File: config.mk
export PLATFORM = sky130hd
export DESIGN_NAME = mouse_tracker
export DESIGN_NICKNAME = d
export VERILOG_FILES = /design/src/rtl/mouse_pkg.sv /design/src/rtl/mouse_axis_accum.sv /design/src/rtl/mouse_tracker.sv
export SDC_FILE = /design/constraint.sdc
export NUM_CORES = 1
export LEC_CHECK = 0
export CAP_MARGIN = 10
export CELL_PAD_IN_SITES_DETAIL_PLACEMENT = 1
export CELL_PAD_IN_SITES_GLOBAL_PLACEMENT = 1
export CORE_ASPECT_RATIO = 0.8
export CORE_MARGIN = 1
export CORE_UTILIZATION = 37
export CTS_CLUSTER_DIAMETER = 40
export DETAILED_ROUTE_END_ITERATION = 8
export PLACE_DENSITY_LB_ADDON = 0.2
export SLEW_MARGIN = 20
export SYNTH_ARGS = -nofsm -noshare
export SYNTH_HDL_FRONTEND = slang
export SYNTH_HIERARCHICAL = 1
export SYNTH_SLANG_ARGS = --single-unit
File: constraint.sdc
create_clock -name clk_sys -period 2.72 [get_ports clk_sys]
set_clock_uncertainty 0.1 [all_clocks]
set_input_delay 0.272 -clock clk_sys [delete_from_list [all_inputs] [get_ports clk_sys]]
set_output_delay 0.272 -clock clk_sys [all_outputs]
set_load 0.01 [all_outputs]
File: src/rtl/mouse_pkg.sv
// Shared definitions for the PS/2 mouse tracker: status-byte bit positions,
// the decoded packet held between pipeline stages, and movement decode.
package mouse_pkg;

    localparam int BTN_L   = 0;
    localparam int BTN_R   = 1;
    localparam int BTN_M   = 2;
    localparam int ALWAYS1 = 3;
    localparam int XSIGN   = 4;
    localparam int YSIGN   = 5;
    localparam int XOVF    = 6;
    localparam int YOVF    = 7;

    typedef struct packed {
        logic l, r, m, good;
        logic signed [8:0] dx, dy;
    } mouse_pkt_t;

    // An overflowed axis reports a meaningless byte, so pin it to the extreme
    // of the 9-bit range in the reported direction.
    function automatic logic signed [8:0] decode_delta(
        input logic       sign,
        input logic       ovf,
        input logic [7:0] mag
    );
        logic signed [8:0] d;
        if (ovf) begin
            d = sign ? 9'sh100 : 9'sh0FF;
        end else begin
            d = {sign, mag};
        end
        return d;
    endfunction

endpackage

File: src/rtl/mouse_axis_accum.sv
// One cursor axis: integrates a signed delta into a position clamped to
// 0..MAX-1, with a centre request taking priority over the update.
module mouse_axis_accum #(
    parameter int MAX    = 160,
    parameter int POS_W  = 10,
    parameter bit INVERT = 1'b0
) (
    input  logic                    clk_sys,
    input  logic                    rst_n,
    input  logic signed [8:0]       delta_i,
    input  logic                    upd_i,
    input  logic                    centre_i,
    output logic        [POS_W-1:0] pos_o
);

    localparam logic        [POS_W-1:0] CENTRE = POS_W'(MAX / 2);
    localparam logic signed [POS_W+1:0] HI     = (POS_W + 2)'(MAX - 1);

    logic        [POS_W-1:0] pos_q, pos_d;
    logic signed [POS_W+1:0] pos_ext, delta_ext, sum;

    always_comb begin
        pos_ext   = $signed({2'b00, pos_q});
        delta_ext = {{(POS_W - 7){delta_i[8]}}, delta_i};
        sum       = INVERT ? (pos_ext - delta_ext) : (pos_ext + delta_ext);
        pos_d     = pos_q;
        if (centre_i) begin
            pos_d = CENTRE;
        end else if (upd_i) begin
            if (sum < 0) begin
                pos_d = '0;
            end else if (sum > HI) begin
                pos_d = HI[POS_W-1:0];
            end else begin
                pos_d = sum[POS_W-1:0];
            end
        end
    end

    always_ff @(posedge clk_sys or negedge rst_n) begin
        if (!rst_n) begin
            pos_q <= CENTRE;
        end else begin
            pos_q <= pos_d;
        end
    end

    assign pos_o = pos_q;

endmodule

File: src/rtl/mouse_tracker.sv
// PS/2 mouse packet tracker: validates packets, decodes buttons and movement,
// and maintains a clamped absolute cursor position (x right, y down).
module mouse_tracker
    import mouse_pkg::*;
#(
    parameter int MAX_X = 160,
    parameter int MAX_Y = 120,
    parameter int POS_W = 10
) (
    input  logic             clk_sys,
    input  logic             rst_n,
    input  logic             ps2pkt_vld,
    input  logic [23:0]      ps2pkt_data,
    input  logic             centre_req,
    output logic [POS_W-1:0] mouse_x,
    output logic [POS_W-1:0] mouse_y,
    output logic             btn_l,
    output logic             btn_r,
    output logic             btn_m,
    output logic             pos_vld,
    output logic             pkt_err,
    output logic [7:0]       err_cnt
);

    mouse_pkt_t s1_pkt_q, s1_pkt_d;
    logic       s1_vld_q;
    logic [2:0] btn_q;
    logic       pos_vld_q, pkt_err_q;
    logic [7:0] err_cnt_q;
    logic       upd, bad;

    always_comb begin
        s1_pkt_d      = '0;
        s1_pkt_d.l    = ps2pkt_data[BTN_L];
        s1_pkt_d.r    = ps2pkt_data[BTN_R];
        s1_pkt_d.m    = ps2pkt_data[BTN_M];
        s1_pkt_d.good = ps2pkt_data[ALWAYS1];
        s1_pkt_d.dx   = decode_delta(ps2pkt_data[XSIGN], ps2pkt_data[XOVF], ps2pkt_data[15:8]);
        s1_pkt_d.dy   = decode_delta(ps2pkt_data[YSIGN], ps2pkt_data[YOVF], ps2pkt_data[23:16]);
    end

    assign upd = s1_vld_q &  s1_pkt_q.good;
    assign bad = s1_vld_q & ~s1_pkt_q.good;

    always_ff @(posedge clk_sys or negedge rst_n) begin
        if (!rst_n) begin
            s1_vld_q  <= 1'b0;
            s1_pkt_q  <= '0;
            btn_q     <= '0;
            pos_vld_q <= 1'b0;
            pkt_err_q <= 1'b0;
            err_cnt_q <= '0;
        end else begin
            s1_vld_q <= ps2pkt_vld;
            if (ps2pkt_vld) begin
                s1_pkt_q <= s1_pkt_d;
            end
            pos_vld_q <= upd;
            pkt_err_q <= bad;
            if (upd) begin
                btn_q <= {s1_pkt_q.m, s1_pkt_q.r, s1_pkt_q.l};
            end
            if (bad && err_cnt_q != 8'hFF) begin
                err_cnt_q <= err_cnt_q + 8'd1;
            end
        end
    end

    // PS/2 reports +y as up while the screen grows downward, hence INVERT on y.
    mouse_axis_accum #(
        .MAX   (MAX_X),
        .POS_W (POS_W),
        .INVERT(1'b0)
    ) u_acc_x (
        .clk_sys (clk_sys),
        .rst_n   (rst_n),
        .delta_i (s1_pkt_q.dx),
        .upd_i   (upd),
        .centre_i(centre_req),
        .pos_o   (mouse_x)
    );

    mouse_axis_accum #(
        .MAX   (MAX_Y),
        .POS_W (POS_W),
        .INVERT(1'b1)
    ) u_acc_y (
        .clk_sys (clk_sys),
        .rst_n   (rst_n),
        .delta_i (s1_pkt_q.dy),
        .upd_i   (upd),
        .centre_i(centre_req),
        .pos_o   (mouse_y)
    );

    assign btn_l   = btn_q[0];
    assign btn_r   = btn_q[1];
    assign btn_m   = btn_q[2];
    assign pos_vld = pos_vld_q;
    assign pkt_err = pkt_err_q;
    assign err_cnt = err_cnt_q;

endmodule

# [Word level (Yosys, flattened, before mapping)]
# Cells that the tools add are included.
[op_classes] add_sub_neg=3 magnitude_cmp=4 n_eq_ne=1 muxes=12 bitwise=3 reduce_logical=2
[op_table] op="10-bit 2-to-1 mux" count=8
[op_table] op="9-bit 2-to-1 mux" count=4
[op_table] op="12-bit by 1-bit < comparator with 1-bit output (second input constant)" count=2
[op_table] op="11-bit by 9-bit adder with 12-bit output" count=1
[op_table] op="12-bit by 8-bit > comparator with 1-bit output (second input constant)" count=1
[op_table] op="12-bit by 9-bit > comparator with 1-bit output (second input constant)" count=1
[op_table] op="11-bit by 9-bit subtractor with 12-bit output" count=1
[op_table] op="8-bit by 1-bit adder with 8-bit output (second input constant)" count=1
[op_table] op="8-bit != test (second input constant)" count=1
[op_table] op="1-bit bitwise AND" count=2
[op_table] op="2-bit nonzero test" count=1
[op_table] op="1-bit logical AND" count=1
[op_table] op="1-bit inverter" count=1
[word_totals] regBits=56 in_bits=28 out_inout_bits=33 elab_cells=38

# [Depth between registers and ports, before layout]
[depth] ltp_word=6 mapped_depth=11 ltp_nobuf=11

# [By module]
# Netlist, hierarchy kept.
[modules_own_cells] mod="mouse_tracker" n_inst=1 cells_each=141 area_per_inst_um2=1534.0 seq_area_each_um2=900.9
[modules_own_cells] mod="mouse_axis_accum at u_acc_y" n_inst=1 cells_each=116 area_per_inst_um2=1016.0 seq_area_each_um2=255.2
[modules_own_cells] mod="mouse_axis_accum at u_acc_x" n_inst=1 cells_each=106 area_per_inst_um2=1003.5 seq_area_each_um2=252.7

# [Least setup slack after synthesis]
# Ideal clock, no wire load.
[synth_path] path_kind="reg-to-reg" start="reg u_acc_y.pos_q[0], in the netlist u_acc_y/pos_o[0]" end="reg u_acc_y.pos_q[0], in the netlist u_acc_y/pos_o[0]" setup_time_ps=136 arrival_ps=2486 t_required_ps=2484 path_slack_ps=-2 stages_incl_launch_ff=12 path_buffers=0 path_cell_list="dfrtp_1 > inv_1 > ha_1 > inv_1 > fa_1 > a21o_1 > a221oi_2 > o31ai_1 > xor2_1 > a41o_2 > nor4b_2 > o32ai_1"
[synth_between] elab_chain_cells=6 word_cells_on_any_way=7 classes_between="add/sub: 1; order compare: 2; mux: 4"
[synth_lines] element="start: declaration" line_no="mouse_axis_accum.sv:19" source="logic [POS_W-1:0] pos_q, pos_d;"
[synth_lines] element="start signal: assignment" line_no="mouse_axis_accum.sv:44" source="pos_q <= pos_d;"
[synth_lines] element="11-bit by 9-bit subtractor with 12-bit output *" line_no="mouse_axis_accum.sv:25" source="sum = INVERT ? (pos_ext - delta_ext) : (pos_ext + delta_ext);"
[synth_lines] element="12-bit by 8-bit > comparator with 1-bit output" line_no="mouse_axis_accum.sv:32" source="end else if (sum > HI) begin"
[synth_lines] element="10-bit 2-to-1 mux" line_no="mouse_axis_accum.sv:32"
[synth_lines] element="10-bit 2-to-1 mux *" line_no="mouse_axis_accum.sv:30" source="if (sum < 0) begin"
[synth_lines] element="10-bit 2-to-1 mux *" line_no="mouse_axis_accum.sv:29" source="end else if (upd_i) begin"
[synth_lines] element="10-bit 2-to-1 mux *" line_no="mouse_axis_accum.sv:27" source="if (centre_i) begin"
# Every way passes the cells marked *; elsewhere a longest branch is shown, timed or not. The select of a mux whose other input is x is not followed.
# A chain may end at the register's enable or synchronous reset.

# [Worst setup path in the final report]
[layout_path] start="reg u_acc_y.pos_q[0], in the netlist u_acc_y/pos_o[0]" end="reg u_acc_y.pos_q[2], in the netlist u_acc_y/pos_o[2]"
# The elaborated chain is that of the path after synthesis.

==> run summary <==
Sequential share of the synthesized area -> 39.6%
Crit end category -> register
FF-to-FF Start -> u_acc_y/pos_o[0]
Most frequent CP cell -> inv_2
DR iter-0 viols -> 132
Grt total ovfl -> 0
Die area -> 10000 um^2
Clock slew at reported path FFs -> 0.08 ns
Worst Hold Class -> input pin to async pin
Routed WL -> 10300 um
Mapped Area -> 3550 um^2
Crit path launch -> u_acc_y/pos_o[0]
# fillers -> 1018
CTS Buffer Depth -> 2
Clock Latency Late Sink -> 0.30 ns
Pwr dens -> 633 nW/um^2
#FFs+latches synth -> 56
Vias in the first global route -> 3127
Core area -> 9190 um^2
Ys flop type -> dfrtp_1
Fin Setup TNS -> -0.163 ns
Post-DP Area -> 4390 um^2
CP top delay family -> compound AO/OA/AOI/OAI gates
Placed instance count -> 547
CTS tree -> yes
Syn avg cell area -> 9.79 um^2
Post-route cell area -> 4790 um^2
DR WL/cell -> 18.2 um
Final setup viols -> 5
Fin crit share -> 103%
Number of library cell types mapped by synthesis -> 71
Worst Path Arrival -> 2.93 ns
Worst path bufs/invs -> 3
Number of synthesized flops with an enable pin -> 0
Worst-margin pin slew -> 0.901 ns
Hold slack -> 0.322 ns
GRT Util Overall -> 21.1%
Status -> finished with violations
LEAKAGE -> 2.03 nW
Max-cap violations -> 0
Mapped Cells -> 363
Syn_nets -> 416
Antenna diodes -> 0
Yosys Warn Count -> 6
H-Tree Depth -> 2
Reg2Reg Depth -> 11
Post-route DRC -> 6
Clock Tree Root -> clkbuf_16
Final RePlAce weighted congestion -> 0.824
Vias -> 3091
Number of buffers created by CTS -> 5
# IOs -> 61
Pre-CTS setup slack -> -0.138 ns
Req. time, crit path -> 2.85 ns
Final Power -> 3.03 mW
Port bufs -> 60
Worst rel slew slack -> 39.8%
Antenna violations before repair -> 0
Synth area leader -> dfrtp_1
Post-route ant nets -> 0
Starting density of the core -> 38.7%
Layout Utilization -> 52.1%
Final net count -> 500
Die Y -> 89.7 um
Worst-path cell chain -> inv_2 -> ha_4 -> inv_2 -> fa_2 -> a21o_1 -> a221oi_4 -> buf_4 -> xnor2_2 -> a41o_4 -> nor4_1 -> o21ai_0
Setup slack after layout -> -0.0781 ns
Slew Viols, Final -> 0
Endpoints failing hold -> 0
Pin count of the biggest net entering global routing -> 23
Via/cell ratio -> 5.49
Layout cells sized above 1 -> 23.2%
Worst Path Max Fanout -> 6
Max stage delay cell, worst path -> dfrtp_1
Worst VDD drop -> 0.000253 V
Kind of critical path -> register to register
Non-filler instance count after layout -> 563
CTS Sinks -> 56
Drt pass-1 iters -> 9
DP HPWL -> 7440 um
RSZ-0062 raised after global routing -> yes
CP startpoint kind -> register
R2r setup slk -> -0.08 ns
Rows -> 31
Fmax achieved -> 357 MHz
Area Overhead vs Synth -> 34.8%
Failing checks -> design-rule violations, negative setup slack
Synth top area share -> 35.2%
Critical R2R Capture -> u_acc_y/pos_o[2]
Ys async rst share -> 100%
Final Critical Period -> 2.80 ns
First-pass GRT wire length -> 16200 um
Chip width -> 112 um
Synth area leaders -> dfrtp_1, a21oi_1, ha_1
Crit path largest cell delay -> 0.40 ns
## repair_timing
item	in CTS	in global routing
buffers inserted	3	4
endpoints found under the setup margin	7	15
hold endpoints to repair	12	0
hold buffers	1	0
gates resized for setup	7	22
pin swaps	6	12
## registers in the layout, indices dropped and copies added, names as in the netlist
register and flops:
btn_q 3, err_cnt 8, pkt_err 1, pos_vld 1, s1_pkt_q 22, s1_vld_q 1
u_acc_x/pos_o 10, u_acc_y/pos_o 10
## where the power goes
group / switching, mW / internal (mW)
registers: 0.126 / 0.948
logic: 0.608 / 0.574
clock network: 0.335 / 0.439
total: 1.07 / 1.96
## worst register-to-register path, stage by stage, from the launching register on
cell      delay (ns)
dfrtp_1         0.40
inv_2           0.07
ha_4            0.13
inv_2           0.03
fa_2            0.33
a21o_1          0.20
a221oi_4        0.36
buf_4           0.18
xnor2_2         0.08
a41o_4          0.35
nor4_1          0.36
o21ai_0         0.13
## synthesized netlist by cell type (3+ instances only)
master	count
a21oi_1	60
dfrtp_1	50
inv_1	28
nor2_1	27
ha_1	23
nand2_1	15
xnor2_1	13
mux2_2	9
o21ai_0	7
a31oi_1	6
dfstp_2	6
a21o_1	5
buf_2	5
nand2b_1	5
nand3_1	5
nor4_1	5
xor2_1	5
and2_1	4
nor2b_1	4
nor3_1	4
and3_1	3
and3_2	3
clkbuf_1	3
nor3b_1	3
o21ai_2	3
## area by class of cell
cell class                 count  area [um^2]  share of cell area, %
clock inverter                 3         46.3                  0.967
inverter                      28          105                   2.19
sequential                    56         1410                   29.4
clock buffer                   5          125                   2.61
timing repair buffer          86          793                   16.6
multi-input combinational    270         2170                   45.2
tap                          115          144                   3.00
## routing by layer
layer | global-route usage (%) | wire length, um | vias up
met5 | 0 | 0 | -
met4 | 4.79 | 72 | 0
met3 | 3.36 | 302 | 7
met2 | 33.8 | 4700 | 58
met1 | 30.2 | 5200 | 1546
li1 | - | - | 1480
## kinds of logic (layout without fill, tap and decap cells)
logic type      after synthesis  after routing  synth area share (%)
xor+xnor                     18             18                  4.44
simple gates                100            100                  16.6
mux                          12             12                  4.01
buf+inv                      37            122                  4.30
flops                        56             56                  39.6
fa+ha+maj                    25             25                  9.23
compound gates              115            115                  21.8
## how the worst max path moves through the flow
stage                       end  slack, ns  depth (start not counted)
2_1_floorplan  u_acc_y/pos_o[0]       0.02                         11
4_1_cts        u_acc_y/pos_o[1]      -0.04                         12
3_3_place_gp   u_acc_y/pos_o[0]      -0.02                         11
6_report       u_acc_y/pos_o[2]      -0.08                         11
3_5_place_dp   u_acc_y/pos_o[0]      -0.14                         11
5_1_grt        u_acc_y/pos_o[2]      -0.20                         11
## cell usage in the layout, fill, tap and decap left out, types with 3 or more instances in the layout
| cell | count |
|---|---|
| clkdlybuf4s50_1 | 59 |
| a21oi_1 | 58 |
| dfrtp_1 | 50 |
| nor2_1 | 27 |
| inv_1 | 26 |
| buf_4 | 25 |
| ha_1 | 21 |
| nand2_1 | 14 |
| xnor2_1 | 11 |
| mux2_2 | 9 |
| dfstp_2 | 6 |
| a31oi_1 | 5 |
| clkbuf_16 | 5 |
| a21o_1 | 5 |
| nand2b_1 | 5 |
| nor2b_1 | 4 |
| nand3_1 | 4 |
| o21ai_0 | 4 |
| o21ai_2 | 4 |
| nor3_1 | 4 |
| xor2_1 | 4 |
| and2_1 | 4 |
| and3_1 | 3 |
| and3_2 | 3 |
Power figures use the tool's default switching activity.
